[src/rtl/calc_pkg.sv]
// Shared calculator constants and types used by the button front-end.
package calc_pkg;

  localparam int DEBOUNCE_CYCLES_DEFAULT = 8;
  localparam int REPEAT_DELAY_DEFAULT    = 500;
  localparam int REPEAT_PERIOD_DEFAULT   = 100;
  localparam int KEYPAD_BUTTONS          = 16;

  typedef logic [$clog2(KEYPAD_BUTTONS)-1:0] btn_code_t;

endpackage

[src/rtl/debounce_channel.sv]
// One input bit: two-flop synchroniser, stability counter, debounced level
// and a one-cycle pulse on each accepted rising edge.
module debounce_channel #(
  parameter int DEBOUNCE_CYCLES = 8
) (
  input  logic clk_i,
  input  logic rst_ni,
  input  logic raw_i,
  output logic level_o,
  output logic press_o
);

  localparam int CW = $clog2(DEBOUNCE_CYCLES + 1);
  localparam logic [CW-1:0] CNT_LAST = CW'(DEBOUNCE_CYCLES - 1);

  logic          s1_q;
  logic          s2_q;
  logic          level_q;
  logic          press_q;
  logic [CW-1:0] cnt_q;

  // The counter only advances while s2 disagrees with level, so it never
  // passes CNT_LAST; any return to agreement discards the partial count.
  always_ff @(posedge clk_i) begin
    if (!rst_ni) begin
      s1_q    <= 1'b0;
      s2_q    <= 1'b0;
      level_q <= 1'b0;
      press_q <= 1'b0;
      cnt_q   <= '0;
    end else begin
      s1_q    <= raw_i;
      s2_q    <= s1_q;
      press_q <= 1'b0;
      if (s2_q == level_q) begin
        cnt_q <= '0;
      end else if (cnt_q == CNT_LAST) begin
        level_q <= s2_q;
        press_q <= s2_q;
        cnt_q   <= '0;
      end else begin
        cnt_q <= cnt_q + 1'b1;
      end
    end
  end

  assign level_o = level_q;
  assign press_o = press_q;

endmodule

[src/rtl/button_conditioner.sv]
// Debounced levels, press pulses and a lowest-index press code for N buttons.
// Optional auto-repeat of the last coded button: BUTTON_CONDITIONER_REPEAT_EN.
module button_conditioner
  import calc_pkg::*;
#(
  parameter int NUM_BUTTONS     = 16,
  parameter int DEBOUNCE_CYCLES = DEBOUNCE_CYCLES_DEFAULT,
  parameter int REPEAT_DELAY    = REPEAT_DELAY_DEFAULT,
  parameter int REPEAT_PERIOD   = REPEAT_PERIOD_DEFAULT
) (
  input  logic                           clk_i,
  input  logic                           rst_ni,
  input  logic [NUM_BUTTONS-1:0]         raw_i,
  output logic [NUM_BUTTONS-1:0]         level_o,
  output logic [NUM_BUTTONS-1:0]         press_o,
  output logic [$clog2(NUM_BUTTONS)-1:0] code_o,
  output logic                           code_valid_o,
  output logic                           multi_o
);

  localparam int CODE_W = $clog2(NUM_BUTTONS);

  logic [NUM_BUTTONS-1:0] level_w;
  logic [NUM_BUTTONS-1:0] chan_press_w;
  logic [NUM_BUTTONS-1:0] rpt_vec_w;
  logic [NUM_BUTTONS-1:0] press_w;
  logic [CODE_W-1:0]      code_d;
  logic                   multi_d;
  logic [CODE_W-1:0]      code_q;
  logic                   code_valid_q;
  logic                   multi_q;

  for (genvar gi = 0; gi < NUM_BUTTONS; gi++) begin : g_chan
    debounce_channel #(
      .DEBOUNCE_CYCLES(DEBOUNCE_CYCLES)
    ) u_chan (
      .clk_i  (clk_i),
      .rst_ni (rst_ni),
      .raw_i  (raw_i[gi]),
      .level_o(level_w[gi]),
      .press_o(chan_press_w[gi])
    );
  end

  assign press_w = chan_press_w | rpt_vec_w;

  always_comb begin
    code_d = '0;
    for (int i = NUM_BUTTONS - 1; i >= 0; i--) begin
      if (press_w[i]) code_d = CODE_W'(i);
    end
  end

  // x & (x-1) clears the lowest set bit; anything left means two or more.
  assign multi_d = |(press_w & (press_w - 1'b1));

  always_ff @(posedge clk_i) begin
    if (!rst_ni) begin
      code_q       <= '0;
      code_valid_q <= 1'b0;
      multi_q      <= 1'b0;
    end else if (|press_w) begin
      code_q       <= code_d;
      code_valid_q <= 1'b1;
      multi_q      <= multi_d;
    end else begin
      code_valid_q <= 1'b0;
      multi_q      <= 1'b0;
    end
  end

`ifdef BUTTON_CONDITIONER_REPEAT_EN
  localparam int RPT_MAX = (REPEAT_DELAY > REPEAT_PERIOD) ? REPEAT_DELAY : REPEAT_PERIOD;
  localparam int RCW     = $clog2(RPT_MAX + 1);

  logic              rpt_active_q;
  logic              rpt_pulse_q;
  logic [CODE_W-1:0] rpt_ch_q;
  logic [RCW-1:0]    rpt_cnt_q;
  logic [RCW-1:0]    rpt_target_q;
  logic              rpt_fire;
  logic              rpt_won;

  // Masking by the live level makes a release suppress an already-armed pulse.
  assign rpt_fire = rpt_pulse_q & level_w[rpt_ch_q];
  assign rpt_won  = rpt_fire && (code_d == rpt_ch_q);

  always_comb begin
    rpt_vec_w = '0;
    for (int i = 0; i < NUM_BUTTONS; i++) begin
      rpt_vec_w[i] = rpt_fire && (rpt_ch_q == CODE_W'(i));
    end
  end

  // The counter reads 1 in the cycle after a coded press, so the pulse is
  // armed when it reaches target-1 and lands exactly target cycles later.
  // A repeat that wins the encoder reloads with the period, anything else
  // that wins restarts the initial delay on the new channel.
  always_ff @(posedge clk_i) begin
    if (!rst_ni) begin
      rpt_active_q <= 1'b0;
      rpt_pulse_q  <= 1'b0;
      rpt_ch_q     <= '0;
      rpt_cnt_q    <= '0;
      rpt_target_q <= '0;
    end else begin
      rpt_pulse_q <= 1'b0;
      if (|press_w) begin
        rpt_active_q <= 1'b1;
        rpt_ch_q     <= code_d;
        rpt_cnt_q    <= RCW'(1);
        rpt_target_q <= rpt_won ? RCW'(REPEAT_PERIOD) : RCW'(REPEAT_DELAY);
      end else if (rpt_active_q && !level_w[rpt_ch_q]) begin
        rpt_active_q <= 1'b0;
        rpt_cnt_q    <= '0;
      end else if (rpt_active_q) begin
        rpt_cnt_q   <= rpt_cnt_q + 1'b1;
        rpt_pulse_q <= (rpt_cnt_q == rpt_target_q - 1'b1);
      end
    end
  end
`else
  assign rpt_vec_w = '0;
`endif

  // Repeat timings below two cycles cannot be produced by the registered pulse.
  if (REPEAT_DELAY < 2 || REPEAT_PERIOD < 2) begin : g_repeat_unsupported
  end

  assign level_o      = level_w;
  assign press_o      = press_w;
  assign code_o       = code_q;
  assign code_valid_o = code_valid_q;
  assign multi_o      = multi_q;

endmodule

[config.mk]
export PLATFORM = sky130hd
export DESIGN_NAME = button_conditioner
export DESIGN_NICKNAME = d
export VERILOG_FILES = /design/src/rtl/calc_pkg.sv /design/src/rtl/debounce_channel.sv /design/src/rtl/button_conditioner.sv
export SDC_FILE = /design/constraint.sdc
export NUM_CORES = 1
export LEC_CHECK = 0
export ABC_AREA = 1
export CAP_MARGIN = 20
export CORE_MARGIN = 4
export CORE_UTILIZATION = 55
export CTS_CLUSTER_DIAMETER = 50
export CTS_CLUSTER_SIZE = 12
export DETAILED_ROUTE_END_ITERATION = 8
export MAX_ROUTING_LAYER = met4
export PLACE_DENSITY_LB_ADDON = 0.05
export SETUP_SLACK_MARGIN = 0.5
export SYNTH_ARGS = -nofsm -noshare
export SYNTH_HDL_FRONTEND = slang
export SYNTH_SLANG_ARGS = --single-unit
[constraint.sdc]
create_clock -name clk_i -period 1.5 [get_ports clk_i]
set_clock_uncertainty 0.05 [all_clocks]
set_input_delay 0.45 -clock clk_i [delete_from_list [all_inputs] [get_ports clk_i]]
set_output_delay 0.45 -clock clk_i [all_outputs]
set_load 0.01 [all_outputs]
; Yosys cells after proc, flatten, opt, wreduce, memory -nomap -nowiden
; Index checks and enable logic that the tools add are counted.
[op_classes]
mux = 17
n_bitwise = 34
n_addsub = 17
n_reduce_logical = 51
eq_ne = 32
[op_table]
columns = op, n
row1 = OR reduction 3 bit, 32
row2 = adder 4 x 1 -> 4 bit (second input constant), 16
row3 = == test 4 x 3 -> 1 bit (second input constant), 16
row4 = 2-to-1 mux 4 bit, 16
row5 = AND reduction 2 bit, 17
row6 = inverter 1 bit, 33
row7 = OR reduction 16 bit, 2
row8 = AND 16 bit, 1
row9 = == test 1 bit, 16
row10 = subtractor 16 x 1 -> 16 bit (second input constant), 1
row11 = 2-to-1 mux 1 bit, 1
[word_totals]
wordCells = 234
out_inout_bits = 38
in_bits = 18
regBits = 134

; Logic depth before layout (Yosys ltp)
[depth]
word_depth = 16
mapped_depth = 17
depth_no_buf = 17

; Cells and area by module
; A second synthesis with hierarchy kept.
[unflattened]
cells_unflattened = 646
area_unflattened_um2 = 5293.8
[by_module_without_submodules]
columns = mod, seq_area_each_um2, cells_each, instances, area_each_um2
row1 = debounce_channel, 160.2, 34, 16, 294.0
row2 = button_conditioner, 120.1, 102, 1, 589.3

; Least setup slack after synthesis
; Ideal clock, no wire load.
[synth_path]
kind = input to register
from = input port rst_ni
to = register g_chan[0].u_chan.level_q
stages = 5
setup_time_ns = 0.132
setup_slack_ns = 0.102
t_arrival_ns = 1.216
path_cell_list = buf_2 inv_2 buf_2 buf_1 a21oi_1
[synth_lines]
columns = item, line
row1 = "start, declared", button_conditioner.sv:12  ; input logic rst_ni,
row2 = "end signal, assigned", debounce_channel.sv:38  ; level_q <= s2_q;
row3 = "end, declared", debounce_channel.sv:18  ; logic level_q;
; No word-level cell between the ends.

; Worst setup path after layout
[layout_path]
from = register g_chan[15].u_chan.press_q
to = register code_q[1], in the netlist code_o[1]
[layout_between]
elab_chain_cells = 16
word_cells_on_any_way = 17
classes_between = mux (16) / reduce/logical (1)
[layout_lines]
columns = item, line
row1 = "start, declared", debounce_channel.sv:19  ; logic press_q;
row2 = "start signal, assigned", debounce_channel.sv:39  ; press_q <= s2_q;
row3 = 2-to-1 mux 4 bit (16 in series), button_conditioner.sv:50  ; if (press_w[i]) code_d = CODE_W'(i);
row4 = "end signal, assigned", button_conditioner.sv:63  ; code_q <= code_d;
row5 = "end, declared", button_conditioner.sv:29  ; logic [CODE_W-1:0] code_q;
; Several ways; a longest one is shown, not always the timed one.
; A chain may end at the register's enable or synchronous reset.

==> flow_metrics.tcl <==
set metrics [dict create \
    status "complete, but fails checks" \
    violations "negative setup slack" \
    grt_max_degree 34 \
    ys_ff_latch 134 \
    setup_viol 7 \
    synth.cell_area_um2 5240 \
    ff2ff_path_depth 9 \
    cap_violations 0 \
    yosysWarnings 0 \
    hold_start "g_chan[11].u_chan.s1_q$_SDFF_PN0_" \
    worst_hold_path.num_cells 2 \
    critPathMaxStageDelay_ps 330 \
    viasPerCell 4.95 \
    vdd_drop_max_mv 0.878 \
    hold_path_class "register to register" \
    slew_viol_final 0 \
    r2r_end "code_o[1]$_SDFFE_PN0N_" \
    setup_tns_ps -247 \
    totalWireLength_mm 13.2 \
    reg2reg_from "g_chan[15].u_chan.press_o$_SDFF_PP0_" \
    start_kind "register" \
    die-area_um2 11200 \
    setup_ws_ps -62.5 \
    min_period_ps 1560 \
    drc 0 \
    power_leakage_uw 0.00373 \
    post-dp-hpwl_mm 6.82 \
    yosysSeqAreaShare 0.512 \
    antenna_found_initial 0 \
    path_class "register to register" \
    layout-drive-gt1-share 0.518 \
    wire_per_inst_um 14.6 \
    h-tree-depth 4 \
    hold_path_end "g_chan[11].u_chan.s2_q$_SDFF_PN0_" \
    syn_inst 635 \
    cp-end-kind "register" \
    fin_crit_sh 1.04 \
    power_uw 7920 \
    synth.avg_cell_area_um2 8.25 \
    cts_tree "yes" \
    fin_util 0.876 \
    maxSlewHeadroom 0.742 \
    cp_slowest_cell "dfxtp_2" \
    ant_nets 0 \
    overflow 0 \
    fp.dieH_um 106 \
    num_rows 35 \
    fmax_ghz 0.640 \
    firstDrtPassIters 6 \
    dpl_cell_area_um2 6120 \
    tightest_slew_ps 386 \
    path_common_cell "nand2_1" \
    cts_root_buf "clkbuf_8" \
    p_per_area_nw_per_um2 979 \
    area_growth_pct 54.5 \
    ys_types 31 \
    clk_pin_slew_ps 60 \
    stdcell_area_um2 8100 \
    ios 56 \
    rsz0062_at_grt "true" \
    clockBufferDepth 2 \
    hold_buffers 0 \
    drtIter0Drc 157 \
    numPortBuffers 55 \
    critical_path.cell_chain "buf_4 -> buf_4 -> o21ai_0 -> nand2_1 -> nand2_1 -> nand2_1 -> nand2_1 -> nand2_1 -> a32o_1" \
    via_count 4487 \
    final_net_count 800 \
    cp_data_required_time_ps 1850 \
    worstPathMaxFanout 3 \
    cts_made_buffers 17 \
    final_common_cell "nor2_1" \
    r2r_setup_slack_ps -60 \
    syn-num-nets 669 \
    antenna_cells 0 \
    track_usage 0.214 \
    hold_viol 0 \
    whs_ps 356 \
    die_width_um 106 \
    cts.sinks 134 \
    crit_arrival_ps 1910 \
    core_um2 9240 \
    grt_pass1_wl_mm 18.9 \
    start_util 0.567 \
    clkLatencyLatePin_ps 510 \
    grt_pass1_vias 4366 \
    gp_congestion 0.858 \
    mostFrequentLayoutCells "nor2_1 (75), nand2_1 (68), buf_4 (67)" \
]
-- sequential cells by signal, summed over array words and instances, names as in the netlist --
signal                 count
g_chan.u_chan.cnt_q       64
g_chan.u_chan.level_o     16
g_chan.u_chan.press_o     16
g_chan.u_chan.s1_q        16
g_chan.u_chan.s2_q        16
code_o                     4
code_valid_o               1
multi_o                    1
-- per-layer routing --
layer / vias up / global-route usage / share of wire
li1: 2251 / - / -
met1: 2114 / 0.235 / 0.40
met2: 90 / 0.386 / 0.54
met3: 32 / 0.0441 / 0.034
met4: 0 / 0.0731 / 0.028
met5: - / - / 0
-- repair_timing --
item / CTS / global route
cloned: 0 / 0
pin swaps: 70 / 55
setup buffers: 43 / 25
setup endpoints to repair: 170 / 153
gates resized for setup: 337 / 118
-- worst max path at each step --
stage,endpoint,start,cells after the start
floorplan,multi_o$_SDFF_PN0_,g_chan[1].u_chan.press_o$_SDFF_PP0_,7
global placement,g_chan[1].u_chan.cnt_q[2]$_SDFF_PP0_,rst_ni,5
detailed placement,g_chan[7].u_chan.cnt_q[2]$_SDFF_PP0_,rst_ni,5
CTS,press_o[10],g_chan[10].u_chan.press_o$_SDFF_PP0_,1
global route,code_o[0]$_SDFFE_PN0N_,g_chan[11].u_chan.press_o$_SDFF_PP0_,16
finish,code_o[1]$_SDFFE_PN0N_,g_chan[15].u_chan.press_o$_SDFF_PP0_,9
-- logic make-up after synthesis --
logic type / count (synthesis) / share of synthesized area
compound gates: 77 / 0.0855
xor+xnor: 16 / 0.0267
fa+ha+maj: 16 / 0.0382
buf+inv: 125 / 0.114
flops: 134 / 0.512
simple gates: 267 / 0.223
-- worst max-delay path, delay by kind of cell, from the launching register on --
family,cells,cell delay [ps]
compound gates,2,430
buf+inv,2,280
flops,1,330
simple gates,5,360
-- synth_stat cells, drive strengths merged --
master,number,area (µm²)
buf,36,265
clkbuf,3,11.3
o21a,1,7.51
ha,16,200
nor4,1,6.26
dfxtp,134,2680
a31oi,2,12.5
inv,86,323
nor3,3,15.0
a21oi,36,180
a41oi,1,8.76
o211ai,17,128
nor2,112,472
nand2,117,462
o21ai,17,85.1
a32o,1,10.0
nand3,18,95.1
o2111ai,1,8.76
o31ai,1,7.51
xor2,16,140
nor3b,16,120
-- through the flow --
step                worst slack, ps  cells
finish                        -62.5    907
global route                   -179    907
CTS                           -20.5    882
detailed placement             -430    808
global placement               -335    808
floorplan                       185    635
-- power by group --
part	switching, µW	leakage, µW	internal, µW
Clock	1530	0.000285	2520
Sequential	49.1	0.00113	3600
Combinational	121	0.00232	106
-- layout make-up --
type / instances / area [µm²]
clock buffer: 18 / 418
clock inverter: 13 / 158
fill: 444 / 1140
inverter: 86 / 330
multi-input combinational: 376 / 2810
sequential: 134 / 2800
tap: 129 / 161
timing repair buffer: 151 / 1430
No activity file was read; power rests on OpenSTA's default activity.
